`config.mk`:
```
export PLATFORM = sky130hd
export DESIGN_NAME = mem_arbiter
export DESIGN_NICKNAME = d
export VERILOG_FILES = /design/src/rtl/mem_arbiter.sv
export SDC_FILE = /design/constraint.sdc
export NUM_CORES = 1
export LEC_CHECK = 0
export CAP_MARGIN = 40
export CORE_AREA = 2 2 114 227
export DETAILED_ROUTE_END_ITERATION = 8
export DIE_AREA = 0 0 116 229
export PLACE_DENSITY = 0.76
export SETUP_SLACK_MARGIN = 0.02
export SLEW_MARGIN = 15
export SYNTH_ARGS = -nofsm -noshare
export SYNTH_HDL_FRONTEND = slang
export SYNTH_SLANG_ARGS = --single-unit
```
`constraint.sdc`:
```
create_clock -name clk -period 1.3 [get_ports clk]
set_input_delay 0.26 -clock clk [delete_from_list [all_inputs] [get_ports clk]]
set_output_delay 0.26 -clock clk [all_outputs]
set_load 0.1 [all_outputs]
```
`src/rtl/mem_arbiter.sv`:
```
// mem_arbiter: two-master, single-outstanding memory arbiter.
//   Master 0 (MMU) and master 1 (DMA loader) each hand over a one-cycle
//   request pulse that is held in a private capture slot until it has been
//   served. One transaction at a time goes downstream; its completion is
//   routed back to the master that was granted.
//
// Ports
//   clk, rstn                     clock, synchronous active-low reset
//   mX_request_enable             request pulse from master X (X = 0, 1)
//   mX_req_mode/addr/wdata/wstrb  request fields (mode 0 = read, 1 = write)
//   mX_response_enable            one-cycle completion pulse to master X
//   mX_resp_data                  read data to master X (held between pulses)
//   request_enable, req_*         downstream request (single-cycle pulse,
//                                 fields held until the response arrives)
//   response_enable, resp_data    downstream completion
//
// Build option
//   MEM_ARBITER_ROUND_ROBIN_EN    defined: contention goes to the master that
//                                 was not granted last; undefined: master 0
//                                 always wins contention.
module mem_arbiter (
    input  logic        clk,
    input  logic        rstn,
    input  logic        m0_request_enable,
    input  logic        m0_req_mode,
    input  logic [31:0] m0_req_addr,
    input  logic [31:0] m0_req_wdata,
    input  logic [3:0]  m0_req_wstrb,
    input  logic        m1_request_enable,
    input  logic        m1_req_mode,
    input  logic [31:0] m1_req_addr,
    input  logic [31:0] m1_req_wdata,
    input  logic [3:0]  m1_req_wstrb,
    output logic        m0_response_enable,
    output logic [31:0] m0_resp_data,
    output logic        m1_response_enable,
    output logic [31:0] m1_resp_data,
    output logic        request_enable,
    output logic        req_mode,
    output logic [31:0] req_addr,
    output logic [31:0] req_wdata,
    output logic [3:0]  req_wstrb,
    input  logic        response_enable,
    input  logic [31:0] resp_data
);

    typedef enum logic [1:0] {IDLE, WAIT_RESP, DONE} state_t;

`ifdef MEM_ARBITER_ROUND_ROBIN_EN
    // The grant register doubles as last_grant; resetting it to 1 makes
    // master 0 win the first contention.
    localparam logic GNT_RST = 1'b1;
`else
    localparam logic GNT_RST = 1'b0;
`endif

    // Master-indexed views of the request inputs
    logic [1:0]       in_en, in_mode;
    logic [1:0][31:0] in_addr, in_wdata;
    logic [1:0][3:0]  in_wstrb;

    assign in_en    = {m1_request_enable, m0_request_enable};
    assign in_mode  = {m1_req_mode,       m0_req_mode};
    assign in_addr  = {m1_req_addr,       m0_req_addr};
    assign in_wdata = {m1_req_wdata,      m0_req_wdata};
    assign in_wstrb = {m1_req_wstrb,      m0_req_wstrb};

    state_t           state_q, state_d;
    logic [1:0]       pend_q, pend_d;
    logic [1:0]       slot_mode_q, slot_mode_d;
    logic [1:0][31:0] slot_addr_q, slot_addr_d;
    logic [1:0][31:0] slot_wdata_q, slot_wdata_d;
    logic [1:0][3:0]  slot_wstrb_q, slot_wstrb_d;
    logic             gnt_q, gnt_d;
    logic             req_en_q, req_en_d;
    logic             req_mode_q, req_mode_d;
    logic [31:0]      req_addr_q, req_addr_d;
    logic [31:0]      req_wdata_q, req_wdata_d;
    logic [3:0]       req_wstrb_q, req_wstrb_d;
    logic [1:0]       rsp_en_q, rsp_en_d;
    logic [1:0][31:0] rsp_data_q, rsp_data_d;
    logic             win;

    always_comb begin
        state_d      = state_q;
        pend_d       = pend_q;
        slot_mode_d  = slot_mode_q;
        slot_addr_d  = slot_addr_q;
        slot_wdata_d = slot_wdata_q;
        slot_wstrb_d = slot_wstrb_q;
        gnt_d        = gnt_q;
        req_en_d     = 1'b0;
        req_mode_d   = req_mode_q;
        req_addr_d   = req_addr_q;
        req_wdata_d  = req_wdata_q;
        req_wstrb_d  = req_wstrb_q;
        rsp_en_d     = 2'b00;
        rsp_data_d   = rsp_data_q;

`ifdef MEM_ARBITER_ROUND_ROBIN_EN
        win = (&pend_q) ? ~gnt_q : pend_q[1];
`else
        win = ~pend_q[0];
`endif

        // Capture runs in every state; a busy slot ignores new pulses.
        // Capture and the completion clear below never touch the same slot
        // in one cycle, since capture needs the slot to be free.
        for (int m = 0; m < 2; m++) begin
            if (in_en[m] && !pend_q[m]) begin
                pend_d[m]       = 1'b1;
                slot_mode_d[m]  = in_mode[m];
                slot_addr_d[m]  = in_addr[m];
                slot_wdata_d[m] = in_wdata[m];
                slot_wstrb_d[m] = in_wstrb[m];
            end
        end

        case (state_q)
            IDLE: begin
                if (|pend_q) begin
                    gnt_d       = win;
                    req_en_d    = 1'b1;
                    req_mode_d  = slot_mode_q[win];
                    req_addr_d  = slot_addr_q[win];
                    req_wdata_d = slot_wdata_q[win];
                    req_wstrb_d = slot_wstrb_q[win];
                    state_d     = WAIT_RESP;
                end
            end
            WAIT_RESP: begin
                if (response_enable) begin
                    rsp_en_d[gnt_q]   = 1'b1;
                    rsp_data_d[gnt_q] = resp_data;
                    pend_d[gnt_q]     = 1'b0;
                    state_d           = DONE;
                end
            end
            DONE:    state_d = IDLE;
            default: state_d = IDLE;
        endcase
    end

    always_ff @(posedge clk) begin
        if (!rstn) begin
            state_q      <= IDLE;
            pend_q       <= 2'b00;
            slot_mode_q  <= '0;
            slot_addr_q  <= '0;
            slot_wdata_q <= '0;
            slot_wstrb_q <= '0;
            gnt_q        <= GNT_RST;
            req_en_q     <= 1'b0;
            req_mode_q   <= 1'b0;
            req_addr_q   <= '0;
            req_wdata_q  <= '0;
            req_wstrb_q  <= '0;
            rsp_en_q     <= 2'b00;
            rsp_data_q   <= '0;
        end else begin
            state_q      <= state_d;
            pend_q       <= pend_d;
            slot_mode_q  <= slot_mode_d;
            slot_addr_q  <= slot_addr_d;
            slot_wdata_q <= slot_wdata_d;
            slot_wstrb_q <= slot_wstrb_d;
            gnt_q        <= gnt_d;
            req_en_q     <= req_en_d;
            req_mode_q   <= req_mode_d;
            req_addr_q   <= req_addr_d;
            req_wdata_q  <= req_wdata_d;
            req_wstrb_q  <= req_wstrb_d;
            rsp_en_q     <= rsp_en_d;
            rsp_data_q   <= rsp_data_d;
        end
    end

    assign request_enable     = req_en_q;
    assign req_mode           = req_mode_q;
    assign req_addr           = req_addr_q;
    assign req_wdata          = req_wdata_q;
    assign req_wstrb          = req_wstrb_q;
    assign m0_response_enable = rsp_en_q[0];
    assign m1_response_enable = rsp_en_q[1];
    assign m0_resp_data       = rsp_data_q[0];
    assign m1_resp_data       = rsp_data_q[1];

endmodule

```
* Yosys cells after proc, flatten, opt, wreduce, memory -nomap -nowiden
Cells that the tools add are included.
Word-level totals: register bits 279, output and inout bits 136, logic and storage cells 61
Operators by class: $lt $le $gt $ge 3, equality and inequality tests 3, multiplexer cells 21, bitwise logic cells 3, reduce and logical (&&, ||, !) cells 12
Operators by type and width (count):
- $mux 32 | 5
- $bwmux 64 | 1
- $demux 32 s1 | 1
- $mux 2 | 4
- $mux 4 | 2
- $reduce_and 2->1 | 4
- $mux 1 | 6
- $lt 1x2->1 const B | 2
- $ne 2x2->1 const B | 2
- $pmux 2 s2 | 1
- $logic_and 1x1->1 | 3
- $reduce_and 3->1 | 1
- $and 2x2->2 | 1
- $eq 2x1->1 const B | 1
- $logic_not 1->1 | 2
- $logic_not 2->1 | 1
- $not 2->2 | 1
- $reduce_or 2->1 | 1
- $demux 1 s1 | 1
- $ge 1x1->1 const B | 1
- $not 1->1 | 1

* Depth between registers and ports, before layout
depth in word-level cells 8, gate-level depth with buffers 7

* Worst setup path before layout
OpenSTA, ideal clock, no wires.
path kind register -> register, from register pend_q[1], to register req_addr_q[22] (netlist: req_addr[22]), arrival 1241 ps, data required time 1183 ps, slack -58 ps, stages on the path, launching flop included 7, path buffers 3, clock period less this slack 1358 ps, cell sequence dfxtp_1 -> or2_1 -> buf_2 -> and2_1 -> buf_6 -> buf_6 -> o211a_1
Between the ends: word-level cells in the longest chain between the ends 2
Ends and longest elaborated chain:
- start: declaration | RTL line 69 | logic [1:0] pend_q, pend_d;
- start signal: assignment | RTL line 162 | pend_q <= pend_d;
- $reduce_or 2->1 | RTL line 121 | if (|pend_q) begin
- $reduce_and 2->1 (no line)
- end signal: assignment | RTL line 170 | req_addr_q <= req_addr_d;
- end: declaration | RTL line 77 | logic [31:0] req_addr_q, req_addr_d;
No other way between the ends. A chain may end at the register's enable or synchronous reset.

* Worst setup path after layout
from register pend_q[0], to register slot_wdata_q[16] in the netlist's numbering
Between the ends: word-level cells in the longest chain between the ends 2
Ends and longest elaborated chain:
- $logic_not 1->1 | RTL line 110 | if (in_en[m] && !pend_q[m]) begin
- $logic_and 1x1->1 | RTL line 110
- end signal: assignment | RTL line 165 | slot_wdata_q <= slot_wdata_d;
- end: declaration | RTL line 72 | logic [1:0][31:0] slot_wdata_q, slot_wdata_d;
No other way between the ends.

==> impl_metrics.prom <==
# TYPE chip_impl_metric gauge
chip_impl_metric{name="setup_viol",unit=""} 297
chip_impl_info{name="clock-root-buffer",value="sky130_fd_sc_hd__clkbuf_16"} 1
chip_impl_metric{name="drc_errors",unit=""} 0
chip_impl_info{name="min-delay-start",value="rstn"} 1
chip_impl_metric{name="ys_types",unit=""} 24
chip_impl_metric{name="timing.fmax",unit="MHz"} 697
chip_impl_info{name="type_of_origin_of_the_critical_path",value="register"} 1
chip_impl_metric{name="synthesis.nets",unit=""} 1260
chip_impl_metric{name="placement.io_buffers",unit=""} 310
chip_impl_metric{name="worstRegToRegCells",unit=""} 5
chip_impl_metric{name="vdd_drop_max",unit="mV"} 1.23
chip_impl_metric{name="whs_path_depth",unit=""} 2
chip_impl_metric{name="synth_xor_area_frac",unit=""} 0
chip_impl_info{name="worst-setup-path-type",value="reg -> reg"} 1
chip_impl_metric{name="synth_async_sr_flop_share",unit=""} 0
chip_impl_metric{name="met3_wirelength",unit="mm"} 2.99
chip_impl_info{name="synth_largest_area_cell",value="sky130_fd_sc_hd__dfxtp_1"} 1
chip_impl_metric{name="cts.clk_slew.worst_paths",unit="ps"} 70
chip_impl_metric{name="powerDensity",unit="nW/µm²"} 1400
chip_impl_metric{name="report.final.hold_viol_count",unit=""} 0
chip_impl_metric{name="finalMaxSlewViolations",unit=""} 0
chip_impl_info{name="synth_top_flop_cell",value="sky130_fd_sc_hd__dfxtp_1"} 1
chip_impl_metric{name="final.setup.tns",unit="ps"} -12290
chip_impl_info{name="synth.most_common_cell",value="sky130_fd_sc_hd__dfxtp_1"} 1
chip_impl_metric{name="number_of_antenna_violations_at_the_first_check_in_global_routing",unit=""} 1
chip_impl_metric{name="grt_pass1_wl",unit="mm"} 54.0
chip_impl_info{name="violations",value="setup timing"} 1
chip_impl_info{name="critical-path-top-delay-family",value="buffers and inverters"} 1
chip_impl_metric{name="routed-via-count",unit=""} 9994
chip_impl_metric{name="sequential_cell_area_in_the_final_layout",unit="µm²"} 5840
chip_impl_metric{name="period_minus_slack",unit="ps"} 1440
chip_impl_metric{name="routed_wl",unit="mm"} 39.0
chip_impl_metric{name="drt-wirelength-per-cell",unit="µm"} 21.8
chip_impl_metric{name="rd_place_congestion",unit=""} 0.792
chip_impl_info{name="timing.hold.worst.class",value="in -> reg"} 1
chip_impl_metric{name="route.met2.wl",unit="mm"} 19.9
chip_impl_metric{name="yosys.area_share.adder",unit=""} 0
chip_impl_info{name="regToRegEndpoint",value="slot_wdata_q[16]$_SDFFE_PN0P_"} 1
chip_impl_metric{name="grt.total_usage",unit=""} 0.258
chip_impl_metric{name="firstDrtPassIters",unit=""} 5
chip_impl_metric{name="cell_internal_pwr",unit="mW"} 17.0
chip_impl_metric{name="timing.clock.skew",unit="ps"} 18.0
chip_impl_info{name="synth_top_family_by_area",value="compound AO/OA/AOI/OAI gates"} 1
chip_impl_metric{name="tightestPinTransition",unit="ps"} 444
chip_impl_metric{name="layout-area-overhead-vs-synth",unit="%"} 71.3
chip_impl_metric{name="grt_max_degree",unit=""} 111
chip_impl_metric{name="number_of_synthesized_register_bits",unit=""} 279
chip_impl_metric{name="dp.cells",unit=""} 1677
chip_impl_info{name="rr_startpoint",value="pend_q[0]$_SDFF_PN0_"} 1
chip_impl_metric{name="nFillCells",unit=""} 1606
chip_impl_metric{name="ant_nets",unit=""} 0
chip_impl_metric{name="clock_latency",unit="ps"} 540
chip_impl_info{name="outcome",value="finished with violations"} 1
chip_impl_metric{name="synth_simple_gate_area_share",unit=""} 0.139
chip_impl_metric{name="p_leak",unit="nW"} 7.89
chip_impl_metric{name="cts_num_sinks",unit=""} 279
chip_impl_info{name="setup.worst_path.end_class",value="register"} 1
chip_impl_info{name="timing.hold.worst_endpoint",value="state_q[1]$_SDFFE_PN0P_"} 1
chip_impl_metric{name="setup_slack",unit="ps"} -136
chip_impl_metric{name="clockBufferDepth",unit=""} 3
chip_impl_metric{name="fin_cells",unit=""} 1785
chip_impl_info{name="grt_setup_unrepaired",value="yes"} 1
chip_impl_metric{name="synth_area_per_cell",unit="µm²"} 9.76
chip_impl_metric{name="cap_violations",unit=""} 0
chip_impl_metric{name="fp.dieArea",unit="µm²"} 26600
chip_impl_info{name="cell_type_of_the_slowest_stage_on_the_worst_timing_path",value="sky130_fd_sc_hd__dfxtp_4"} 1
chip_impl_metric{name="portion_of_total_power_attributed_to_sequential_cells",unit=""} 0.387
chip_impl_metric{name="ios",unit=""} 311
chip_impl_metric{name="yosysSeqAreaShare",unit=""} 0.527
chip_impl_metric{name="hold_buffer_count_at_cts",unit=""} 0
chip_impl_metric{name="first_global_vias",unit=""} 9839
chip_impl_metric{name="r2r_slack",unit="ps"} -140
chip_impl_metric{name="syn_area",unit="µm²"} 10600
chip_impl_info{name="clock_tree_from_tritoncts",value="done"} 1
chip_impl_metric{name="total_grt_overflow",unit=""} 0
chip_impl_metric{name="timing.critical_path.fanout_max",unit=""} 9
chip_impl_info{name="synth.top_cells.by_count",value="sky130_fd_sc_hd__dfxtp_1 (279), sky130_fd_sc_hd__nand2_1 (278), sky130_fd_sc_hd__a21boi_0 (118), sky130_fd_sc_hd__o211a_1 (70)"} 1
chip_impl_metric{name="synth_edf_count",unit=""} 0
chip_impl_metric{name="first_iter_violations",unit=""} 996
chip_impl_metric{name="synth_compound_area_frac",unit=""} 0.221
chip_impl_metric{name="power.combinational.fraction",unit=""} 0.302
chip_impl_info{name="ys_top_cells_by_area",value="sky130_fd_sc_hd__dfxtp_1 (53%), sky130_fd_sc_hd__nand2_1 (9.9%), sky130_fd_sc_hd__a21boi_0 (8.4%)"} 1
chip_impl_info{name="route.top_layer_used",value="met4"} 1
chip_impl_metric{name="timing.max_slew.rel_slack",unit=""} 0.704
chip_impl_metric{name="place.detailed.hpwl",unit="mm"} 21.4
chip_impl_metric{name="post_route_cells_drive_above_1_share",unit=""} 0.338
chip_impl_metric{name="power.share.switching",unit=""} 0.330
chip_impl_metric{name="synth_cells",unit=""} 1085
chip_impl_metric{name="cts_made_buffers",unit=""} 25
chip_impl_metric{name="ys.warnings.count",unit=""} 0
chip_impl_metric{name="ctsHtreeMaxLevel",unit=""} 1
chip_impl_metric{name="coreArea",unit="µm²"} 24800
chip_impl_metric{name="avgViaCountPerCell",unit=""} 5.60
chip_impl_metric{name="rows",unit=""} 82
chip_impl_metric{name="multi_input_comb_area",unit="µm²"} 4800
chip_impl_metric{name="synth.top_cell.area_share",unit=""} 0.527
chip_impl_metric{name="pwr-share-clk",unit=""} 0.311
chip_impl_metric{name="power_switching",unit="mW"} 8.37
chip_impl_metric{name="worstPathBufferInverterCount",unit=""} 2
chip_impl_metric{name="period_share",unit=""} 1.10
chip_impl_info{name="critical_path.cell_chain",value="buf_12 > nand2b_4 > bufbuf_16 > nand2_1 > a21boi_0"} 1
chip_impl_metric{name="metal1_wirelength",unit="mm"} 14.6
chip_impl_metric{name="crit_path_largest_cell_delay",unit="ps"} 390
chip_impl_metric{name="timing.critical_path.required",unit="ps"} 1740
chip_impl_metric{name="floorplan.die.height",unit="µm"} 229
chip_impl_metric{name="num-nets-final",unit=""} 1604
chip_impl_metric{name="fp.dieW",unit="µm"} 116
chip_impl_metric{name="initial_utilization",unit=""} 0.427
chip_impl_metric{name="synth.mux.area_fraction",unit=""} 0.0652
chip_impl_metric{name="arrival",unit="ps"} 1880
chip_impl_metric{name="holdWs",unit="ps"} 126
==> worst reg2reg max path, delay by kind of cell, from the launching register on <==
kind                   cells  cell delay [ps]
flip-flops                 1              390
AO/OA/AOI/OAI              1              210
AND/OR/NAND/NOR            2              280
buffers and inverters      2              460
==> power groups by stage <==
stage,registers (mW),logic [mW],clock network [mW]
floorplan,12.1,1.61,0
global placement,9.87,6.54,0
detailed placement,9.89,6.62,0
CTS,9.78,7.11,7.96
global route,9.86,7.90,8.30
finish,9.81,7.65,7.89
==> through the flow <==
stage,power (mW),instance area [µm²],setup slack (ps),util
final,25.3,18100,-136,0.731
after global routing,26.1,18100,-149,0.731
after CTS,24.9,17200,-106,0.694
after detailed placement,16.5,15500,-398,0.626
after global placement,16.4,15500,-363,0.626
after floorplan,13.7,10600,-39.7,-
==> timing repair <==
item                       4_1_cts  5_1_grt
setup endpoints to repair      327      402
hold endpoints to repair         0        0
cloned                          13       18
buffers inserted                13       20
pin swaps                        2      110
gates resized for setup        185      194
==> cells by family (layout without fill, tap and decap cells) <==
logic type,count (synthesis),after routing
simple gates,359,359
compound gates,277,277
other cells,0,1
mux,69,69
buf+inv,101,464
flops,279,279
==> per-layer routing <==
layer,vias to the layer above,global-route usage
met5,-,0
met1,4912,0.322
met2,536,0.434
met4,0,0.106
li1,4455,-
met3,91,0.0455
==> registers in the layout, indices dropped and copies added (netlist names) <==
register,flops
gnt_q,1
m0_resp_data,32
m1_resp_data,32
pend_q,2
req_addr,32
req_mode,1
req_wdata,32
req_wstrb,4
request_enable,1
rsp_en_q,2
slot_addr_q,64
slot_mode_q,2
slot_wdata_q,64
slot_wstrb_q,8
state_q,2
==> cell usage in the layout, fill, tap and decap left out, drive strengths merged, types with 6 or more instances in the layout <==
master	instances
a21boi	138
a22o	64
buf	228
clkbuf	48
clkdlybuf4s50	173
clkinv	6
dfxtp	279
mux2i	69
nand2	278
nand3	69
o211a	70
==> worst max-delay path by stage <==
stage                                    start                             to  slack (ps)  cells past startpoint
after detailed placement       response_enable   m1_resp_data[6]$_SDFFE_PN0P_        -400                      5
after CTS                 pend_q[0]$_SDFF_PN0_      req_wdata[4]$_SDFFE_PN0P_        -110                      4
after global routing      pend_q[0]$_SDFF_PN0_  slot_wdata_q[16]$_SDFFE_PN0P_        -150                      5
final                     pend_q[0]$_SDFF_PN0_  slot_wdata_q[16]$_SDFFE_PN0P_        -140                      5
after global placement         response_enable   m1_resp_data[2]$_SDFFE_PN0P_        -360                      5
after floorplan           pend_q[1]$_SDFF_PN0_      req_addr[22]$_SDFFE_PN0P_         -40                      6
==> area by class of cell <==
class,instances,area share
Clock buffer,34,0.0414
Timing Repair Buffer,417,0.342
Antenna cell,1,0.000138
Multi-Input combinational cell,705,0.264
Inverter,1,0.000207
Tap cell,336,0.0232
Clock inverter,12,0.00676
Sequential cell,279,0.322
No activity file was read; power rests on OpenSTA's default activity.
